File: config.mk
export PLATFORM = sky130hd
export DESIGN_NAME = ccc_apb_cfg_master
export DESIGN_NICKNAME = d
export VERILOG_FILES = /design/src/rtl/ccc_apb_cfg_master.sv
export SDC_FILE = /design/constraint.sdc
export NUM_CORES = 1
export LEC_CHECK = 0
export CAP_MARGIN = 20
export CORE_MARGIN = 2
export CORE_UTILIZATION = 45
export DETAILED_ROUTE_END_ITERATION = 8
export PLACE_DENSITY = 0.83
export SYNTH_ARGS = -nofsm -noshare
export SYNTH_HDL_FRONTEND = slang
export SYNTH_SLANG_ARGS = --single-unit
File: constraint.sdc
create_clock -name PCLK -period 2.5 [get_ports PCLK]
set_input_delay 0.375 -clock PCLK [delete_from_list [all_inputs] [get_ports PCLK]]
set_output_delay 0.375 -clock PCLK [all_outputs]
set_load 0.05 [all_outputs]
File: src/rtl/ccc_apb_cfg_master.sv
// ccc_apb_cfg_master: APB master that turns single config commands into CCC register
// accesses, optionally waiting for a stable PLL lock after the last write of a reconfiguration.
module ccc_apb_cfg_master #(
  parameter int TIMEOUT_CYCLES = 1024,
  parameter int LOCK_STABLE    = 16
) (
  input  logic       PCLK,
  input  logic       PRESET_N,
  input  logic       CMD_VALID,
  output logic       CMD_READY,
  input  logic       CMD_WRITE,
  input  logic       CMD_LAST,
  input  logic [5:0] CMD_ADDR,
  input  logic [7:0] CMD_WDATA,
  output logic       RSP_VALID,
  output logic [7:0] RSP_RDATA,
  output logic       RSP_ERR,
  output logic       PSEL,
  output logic       PENABLE,
  output logic       PWRITE,
  output logic [5:0] PADDR,
  output logic [7:0] PWDATA,
  input  logic [7:0] PRDATA,
  input  logic       BUSY,
  input  logic       LOCK,
  output logic       LOCKED
);
  localparam int MAXC = (TIMEOUT_CYCLES > LOCK_STABLE) ? TIMEOUT_CYCLES : LOCK_STABLE;
  localparam int CW   = $clog2(MAXC + 1);
  typedef enum logic [2:0] {IDLE, SETUP, ACCESS, WAIT_LOCK, RESP} state_t;
  state_t state_q, state_d;
  logic [CW-1:0] cnt_q, stab_q;
  logic last_q;
  logic acc_done, acc_to, lock_ok, lock_to, to_lock;
  assign acc_done = (state_q == ACCESS) && !BUSY;
  assign acc_to   = (state_q == ACCESS) && BUSY && (cnt_q == CW'(TIMEOUT_CYCLES - 1));
  assign to_lock  = acc_done && PWRITE && last_q;
  // lock success wins over a timeout landing on the same cycle
  assign lock_ok  = (state_q == WAIT_LOCK) && LOCK && (stab_q == CW'(LOCK_STABLE - 1));
  assign lock_to  = (state_q == WAIT_LOCK) && !lock_ok && (cnt_q == CW'(TIMEOUT_CYCLES - 1));
  always_ff @(posedge PCLK) begin
    if (!PRESET_N) state_q <= IDLE;
    else           state_q <= state_d;
  end
  always_comb begin
    state_d = state_q;
    unique case (state_q)
      IDLE:      state_d = CMD_VALID ? SETUP : IDLE;
      SETUP:     state_d = ACCESS;
      ACCESS:    state_d = to_lock ? WAIT_LOCK : (acc_done || acc_to) ? RESP : ACCESS;
      WAIT_LOCK: state_d = (lock_ok || lock_to) ? RESP : WAIT_LOCK;
      RESP:      state_d = IDLE;
      default:   state_d = IDLE;
    endcase
  end
  always_comb begin
    CMD_READY = (state_q == IDLE) && PRESET_N;
    PSEL      = (state_q == SETUP) || (state_q == ACCESS);
    PENABLE   = (state_q == ACCESS);
    RSP_VALID = (state_q == RESP);
  end
  always_ff @(posedge PCLK) begin
    if (!PRESET_N) begin
      PWRITE    <= 1'b0;
      PADDR     <= '0;
      PWDATA    <= '0;
      last_q    <= 1'b0;
      cnt_q     <= '0;
      stab_q    <= '0;
      RSP_RDATA <= '0;
      RSP_ERR   <= 1'b0;
      LOCKED    <= 1'b0;
    end else begin
      if ((state_q == IDLE) && CMD_VALID) begin
        PWRITE <= CMD_WRITE;
        last_q <= CMD_LAST;
        PADDR  <= CMD_ADDR;
        PWDATA <= CMD_WDATA;
      end
      cnt_q  <= (state_d != state_q || !(state_q == ACCESS || state_q == WAIT_LOCK)) ? '0 :
                (&cnt_q) ? cnt_q : cnt_q + 1'b1;
      stab_q <= (state_q == WAIT_LOCK && state_d == WAIT_LOCK && LOCK) ?
                ((&stab_q) ? stab_q : stab_q + 1'b1) : '0;
      if (acc_done && !to_lock) begin
        RSP_RDATA <= PWRITE ? 8'h00 : PRDATA;
        RSP_ERR   <= 1'b0;
      end
      if (acc_to || lock_to) begin
        RSP_RDATA <= 8'h00;
        RSP_ERR   <= 1'b1;
      end
      if (lock_ok) begin
        RSP_RDATA <= 8'h00;
        RSP_ERR   <= 1'b0;
        LOCKED    <= 1'b1;
      end
      if (to_lock) LOCKED <= 1'b0;
    end
  end
endmodule
==> flow_metrics.py <==
metrics = {
    "cells_and_area": {
        "fin_nets": 356,
        "drive_gt1_frac": 0.0954,
        "area_delta_synth_final_pct": 29.4,
        "final_cell_mix": "clkdlybuf4s50_1 (55), dfxtp_1 (51), nand2_1 (46), nor2_1 (27), a21oi_1 (20)",
        "antenna_cells": 0,
        "fill_cells": 462,
        "mostFrequentLayoutCell": "clkdlybuf4s50_1",
        "final_util": 0.606,
    },
    "floorplanning": {
        "die_x_um": 76.9,
        "fp-row-count": 26,
        "floorplan.initialDensity": 0.468,
        "die_area_um2": 5920,
        "coreArea_um2": 5110,
        "io_pins": 58,
        "chipHeight_um": 76.9,
    },
    "timing": {
        "period_minus_slack_ns": 2.34,
        "fmax_mhz": 427,
        "setup_violations": 0,
        "worst_pin_slew_ns": 0.702,
        "hold-worst-slack_ns": 0.458,
        "slew_viol_final": 0,
        "fin_tns_setup_ns": 0,
        "min_period_over_period": 0.937,
        "relSlewSlack": 0.526,
        "hold_violations": 0,
        "rsz0062_at_grt": "no",
        "skew_ns": 0.0172,
    },
    "clocking": {
        "clk-insertion-delay-late_ns": 0.30,
        "cts_root_buffer": "clkbuf_8",
        "numCtsBuffers": 5,
        "htreeDepth": 2,
        "cts_sinks": 51,
        "cts.reportedPaths.clkPinSlew_ns": 0.08,
        "cts_tree": "yes",
        "cts_max_path_buffers": 2,
        "cts_resized": 0,
        "hold_buffers": 0,
        "post-cts-setup-buffers": 0,
    },
    "detailed_routing": {
        "drtPass1Iterations": 5,
        "wl_per_cell_um": 12.7,
        "viasPerCell": 5.32,
        "first_iter_violations": 85,
        "wl_mm": 5.01,
        "num_vias": 2103,
        "drtAntennaViolNets": 0,
        "drc": 0,
    },
    "yosys": {
        "syn_area_um2": 2390,
        "synth_top_area_cell": "dfxtp_1",
        "synth_ff_type": "dfxtp_1",
        "yosys.area_share.simple": 0.302,
        "ys_types": 55,
        "synth-xor-area-share": 0.0256,
        "yosysWarnings": 0,
        "ys_seq_area_frac": 0.427,
        "synth_area_leaders": "dfxtp_1 (43%), nand2_1 (7.2%), nor2_1 (4.2%), a21oi_1 (4.2%), a22oi_1 (2.5%)",
        "synthAdderAreaFrac": 0.0105,
        "syn-num-nets": 302,
        "synth.avg_cell_area_um2": 8.83,
        "async_flop_share": 0,
        "ys_ff_latch": 51,
        "synth_top_family_by_area": "simple AND/OR/NAND/NOR gates",
        "muxShareOfSynthArea": 0.0209,
        "synth_compound_area_frac": 0.166,
        "synth_edf_count": 0,
        "synth_top_area_share": 0.427,
        "synth_cells": 271,
    },
    "global_route": {
        "grt_max_degree": 18,
        "grt.total_usage": 0.179,
        "grt_pass1_vias": 2029,
        "grt_remaining_overflow": 0,
        "antenna_found_initial": 0,
        "grt_pass1_wl_mm": 8.83,
    },
    "critical_path": {
        "cp_slowest_stage_delay_ns": 0.82,
        "crit_arrival_ns": 1.97,
        "cp_max_fo": 9,
        "critPathTopFamily": "buffers and inverters",
        "critPathBufInv": 1,
        "cp_cell_sequence": "or2b_1, a21oi_1, clkdlybuf4s50_1",
        "cp.required_ns": 2.12,
        "critPathKind": "flip-flop to primary output",
        "r2r-start": "stab_q[0]$_SDFFE_PN0N_",
        "slowest_stage": "clkdlybuf4s50_1",
        "endpoint_kind": "primary output",
        "crit_path_start": "state_q[1]$_SDFF_PN0_",
        "worst_setup_path_start_kind": "flip-flop",
    },
    "pwr": {
        "p_leak_nw": 1.06,
        "vdd_drop_max_uv": 416,
        "power_density_nw_per_um2": 558,
    },
    "run_status": {
        "status": "finished clean",
    },
    "placement": {
        "globalplace.congestion": 0.860,
        "hpwl_mm": 3.67,
        "portBuffers": 57,
    },
    "run": {
        "maxCapViolations": 0,
    },
    "worst_hold_path": {
        "hold_path_class": "flip-flop to flip-flop",
        "worstHoldStart": "PADDR[1]$_SDFFE_PN0P_",
    },
}
## through the flow
step                setup slack [ns]  instances  instance area (um^2)  power (W)
global route                  0.0550        395                  3100    0.00180
CTS                            0.138        395                  3100    0.00175
detailed placement             0.341        388                  2990    0.00121
floorplan                      0.340        271                  2390    0.00109
finish                         0.157        395                  3100    0.00173
global placement               0.408        388                  2990    0.00120
## routing by layer
metal  GRT usage  wire length (um)  vias to the layer above
li1            -                 -                     1076
met1       0.214              2160                      957
met2       0.309              2450                       61
met3      0.0518               327                        9
met4      0.0545                72                        0
met5           0                 0                        -
## power breakdown
part / internal, W / total [W] / leakage (nW) / switching (W)
Sequential: 0.000840 / 0.000861 / 0.414 / 0.0000214
Combinational: 0.000129 / 0.000326 / 0.598 / 0.000196
Clock: 0.000294 / 0.000542 / 0.0513 / 0.000249
Total: 0.00126 / 0.00173 / 1.06 / 0.000466
## cells in the mapped netlist (all sizes together), types with 2 or more instances
cell type / count
nor3: 16
and3: 5
xor2: 3
nor4: 3
a22oi: 8
mux2i: 5
nand3b: 2
nand3: 10
nor2: 27
a31oi: 2
nand2: 46
ha: 2
nor3b: 2
o31ai: 2
clkbuf: 6
a21oi: 20
dfxtp: 51
nor4b: 2
and4: 3
a211oi: 6
xnor2: 4
or3: 2
o21ai: 6
nand4: 5
inv: 5
and3b: 2
buf: 8
## layout make-up
| cell class | instances | area, um^2 | share of cell area |
|---|---|---|---|
| tap | 70 | 87.6 | 0.0283 |
| clock buffer | 6 | 72.6 | 0.0234 |
| timing repair buffer | 61 | 608 | 0.196 |
| sequential | 51 | 1020 | 0.330 |
| clock inverter | 1 | 30.0 | 0.00970 |
| multi-input combinational | 200 | 1250 | 0.405 |
| inverter | 6 | 22.5 | 0.00727 |
## path summary, 6_finish.rpt
| kind | slack [ns] | cells after the start | endpoint |
|---|---|---|---|
| worst max-delay path | 0.16 | 3 | PSEL |
| worst min-delay path | 0.46 | 2 | PADDR[1]$_SDFFE_PN0P_ |
| worst max register to register | 0.62 | 5 | stab_q[6]$_SDFFE_PN0N_ |
| worst min register to register | 0.46 | 2 | PADDR[1]$_SDFFE_PN0P_ |
## worst min-delay path: stages (launching register included)
cell	delay (ns)
dfxtp_1	0.31
nand2_1	0.05
a21oi_1	0.05
## registers in the layout (all words and copies together) (netlist names)
name,cells
cnt_q,11
stab_q,11
PWDATA,8
RSP_RDATA,8
PADDR,6
state_q,3
LOCKED,1
PWRITE,1
RSP_ERR,1
last_q,1
## logic make-up (layout without fill, tap and decap cells)
| group | count (synthesis) | count (layout) |
|---|---|---|
| AOI/OAI and AO/OA | 55 | 55 |
| xor gates and xnor gates | 7 | 7 |
| adders and majority gates | 2 | 2 |
| buffers and inverters | 20 | 74 |
| DFF | 51 | 51 |
| muxes | 5 | 5 |
| and+or+nand+nor | 131 | 131 |
Power figures use the tool's default switching activity.
==> RTL change (config.mk and constraints unchanged) <==
Encoding of `state_t`: now one-hot (5 bits for 5 states).
--- a/src/rtl/ccc_apb_cfg_master.sv
+++ b/src/rtl/ccc_apb_cfg_master.sv
@@ -27,7 +27,7 @@
 );
   localparam int MAXC = (TIMEOUT_CYCLES > LOCK_STABLE) ? TIMEOUT_CYCLES : LOCK_STABLE;
   localparam int CW   = $clog2(MAXC + 1);
-  typedef enum logic [2:0] {IDLE, SETUP, ACCESS, WAIT_LOCK, RESP} state_t;
+  typedef enum logic [4:0] {IDLE = 5'b00001, SETUP = 5'b00010, ACCESS = 5'b00100, WAIT_LOCK = 5'b01000, RESP = 5'b10000} state_t;
   state_t state_q, state_d;
   logic [CW-1:0] cnt_q, stab_q;
   logic last_q;
Behaviour: no difference found for any inputs over 10 cycles, from zero or initial values and one cycle with PRESET_N low; not proved beyond that.
==> RTL change against the unedited design <==
  * Final area is 2.4% higher
  * Sequential cell count is 2 higher
  * Total power is 9.5% lower
  * Wire length is 2.8% higher
  * Setup slack worse by 0.028 ns
  * Via count is 4.1% higher
  * Count of clock-buffer cells in the layout stayed put
  * Critical path depth stayed put
  * Synthesized area is 2.9% higher
==> RTL change: results (changes against the unedited design) <==
Final nets 369 (was 356); first-pass GRT wire length 8870 um (was 8830 um); Worst-path clk slew 0.09 ns; layout cells sized above 1 13.6% (was 9.54%); sequential-to-total area share from yosys stat 43.1% (was 42.7%); # port buffers 57 (unchanged); worst slew pin tran 0.623 ns (was 0.702 ns); Hold WC Path Type reg2reg (unchanged); GPL Wtd Cong 0.831 (was 0.860); Arrival @ worst endpoint 2.00 ns (was 1.97 ns); count of different cell masters after synthesis 51 (was 55); VDD IR-drop max 0.000303 V (was 0.000416 V); DR vias/cell 5.35 (was 5.32); FILL cells 446 (was 462); clock skew 0.00540 ns (was 0.0172 ns); synth top area cells dfxtp_1, nand2_1, a21boi_0 (was dfxtp_1, nand2_1, nor2_1); Leak 1.07 nW (was 1.06 nW); GRT Util Overall 17.7% (was 17.9%); synthesized net count 314 (was 302); worst hold margin 0.456 ns (was 0.458 ns); reg2reg setup slack 0.50 ns (was 0.62 ns); vias in the first global route 2,067 (was 2,029); CP max FO 5 (was 9); status finished clean (unchanged); drt wl/cell 12.6 um (was 12.7 um); clk_lat worst skew 0.30 ns (about the same); Worst path slowest cell clkdlybuf4s50_1 (unchanged); Detail Placement HPWL 3710 um (was 3670 um); Clock Tree Buf Depth 2 (unchanged); largest net degree at the start of global routing 19 (was 18); Pre-antenna DRT Iters 4 (was 5); Starting DRT DRC Count 74 (was 85); commonest cells in the netlist nand2_1, dfxtp_1, a21boi_0 (was dfxtp_1, nand2_1, nor2_1)
RTL change: cell types whose count changed after synthesis, sizes merged, moves of 3 or more:
cell    unedited run  this run
a21boi             1        17
a21oi             20        16
a22oi              8         0
a31oi              2         5
and2               1         4
and4               3         7
nand2             46        54
nand4              5         8
nor2              27        21
nor3              16         9
or2                0         3
or3b               1         8
RTL change: final timing paths:
kind	start	endpoint	cells after the start
setup / recovery	state_q[4]	PENABLE	3
hold / removal	RSP_RDATA[5]	RSP_RDATA[5]	2
setup reg to reg	cnt_q[0]	stab_q[9]	5
hold reg to reg	RSP_RDATA[5]	RSP_RDATA[5]	2
RTL change: area by class of cell:
type	count	area, um^2	share of cell area (%)
clock inverters	2	15.0	0.473
repair buffers	61	606	19.1
well taps	70	87.6	2.76
multi-input cells	213	1320	41.5
flip-flops and latches	53	1060	33.5
inverters	4	15.0	0.473
clock buffers	6	72.6	2.29
RTL change: metrics by stage:
step | area, um^2 | cells | total power, mW | setup slack [ns]
floorplan | 2460 | 283 | 1.01 | 0.249
global placement | 3080 | 401 | 1.11 | 0.483
detailed placement | 3080 | 401 | 1.11 | 0.352
CTS | 3170 | 409 | 1.59 | 0.130
global route | 3170 | 409 | 1.64 | 0.0445
finish | 3170 | 409 | 1.57 | 0.129
RTL change: power by group:
group	total [mW]	switching [mW]	internal (mW)
sequential	0.878	0.0150	0.863
combinational	0.212	0.117	0.0956
clock	0.475	0.277	0.198
total	1.57	0.409	1.16
RTL change: worst min-delay path: stages (launching register included):
cell	delay, ns
dfxtp_1	0.32
nand2_1	0.05
a21oi_1	0.05
RTL change: logic make-up (layout without fill, tap and decap cells):
| family | after synthesis | after routing | share of synthesized area (%) |
|---|---|---|---|
| AOI/OAI and AO/OA | 60 | 60 | 17.6 |
| xor gates and xnor gates | 4 | 4 | 1.42 |
| and+or+nand+nor | 143 | 143 | 31.8 |
| adders and majority gates | 2 | 2 | 1.02 |
| buffers and inverters | 17 | 73 | 3.46 |
| DFF | 53 | 53 | 43.1 |
| muxes | 4 | 4 | 1.63 |
RTL change: layer usage:
layer | track usage (%) | part of all wire (%) | vias up
li1 | - | - | 1126
met1 | 21.3 | 48 | 1008
met2 | 30.7 | 45 | 50
met3 | 4.30 | 5.0 | 6
met4 | 5.79 | 1.2 | 0
met5 | 0 | 0 | -
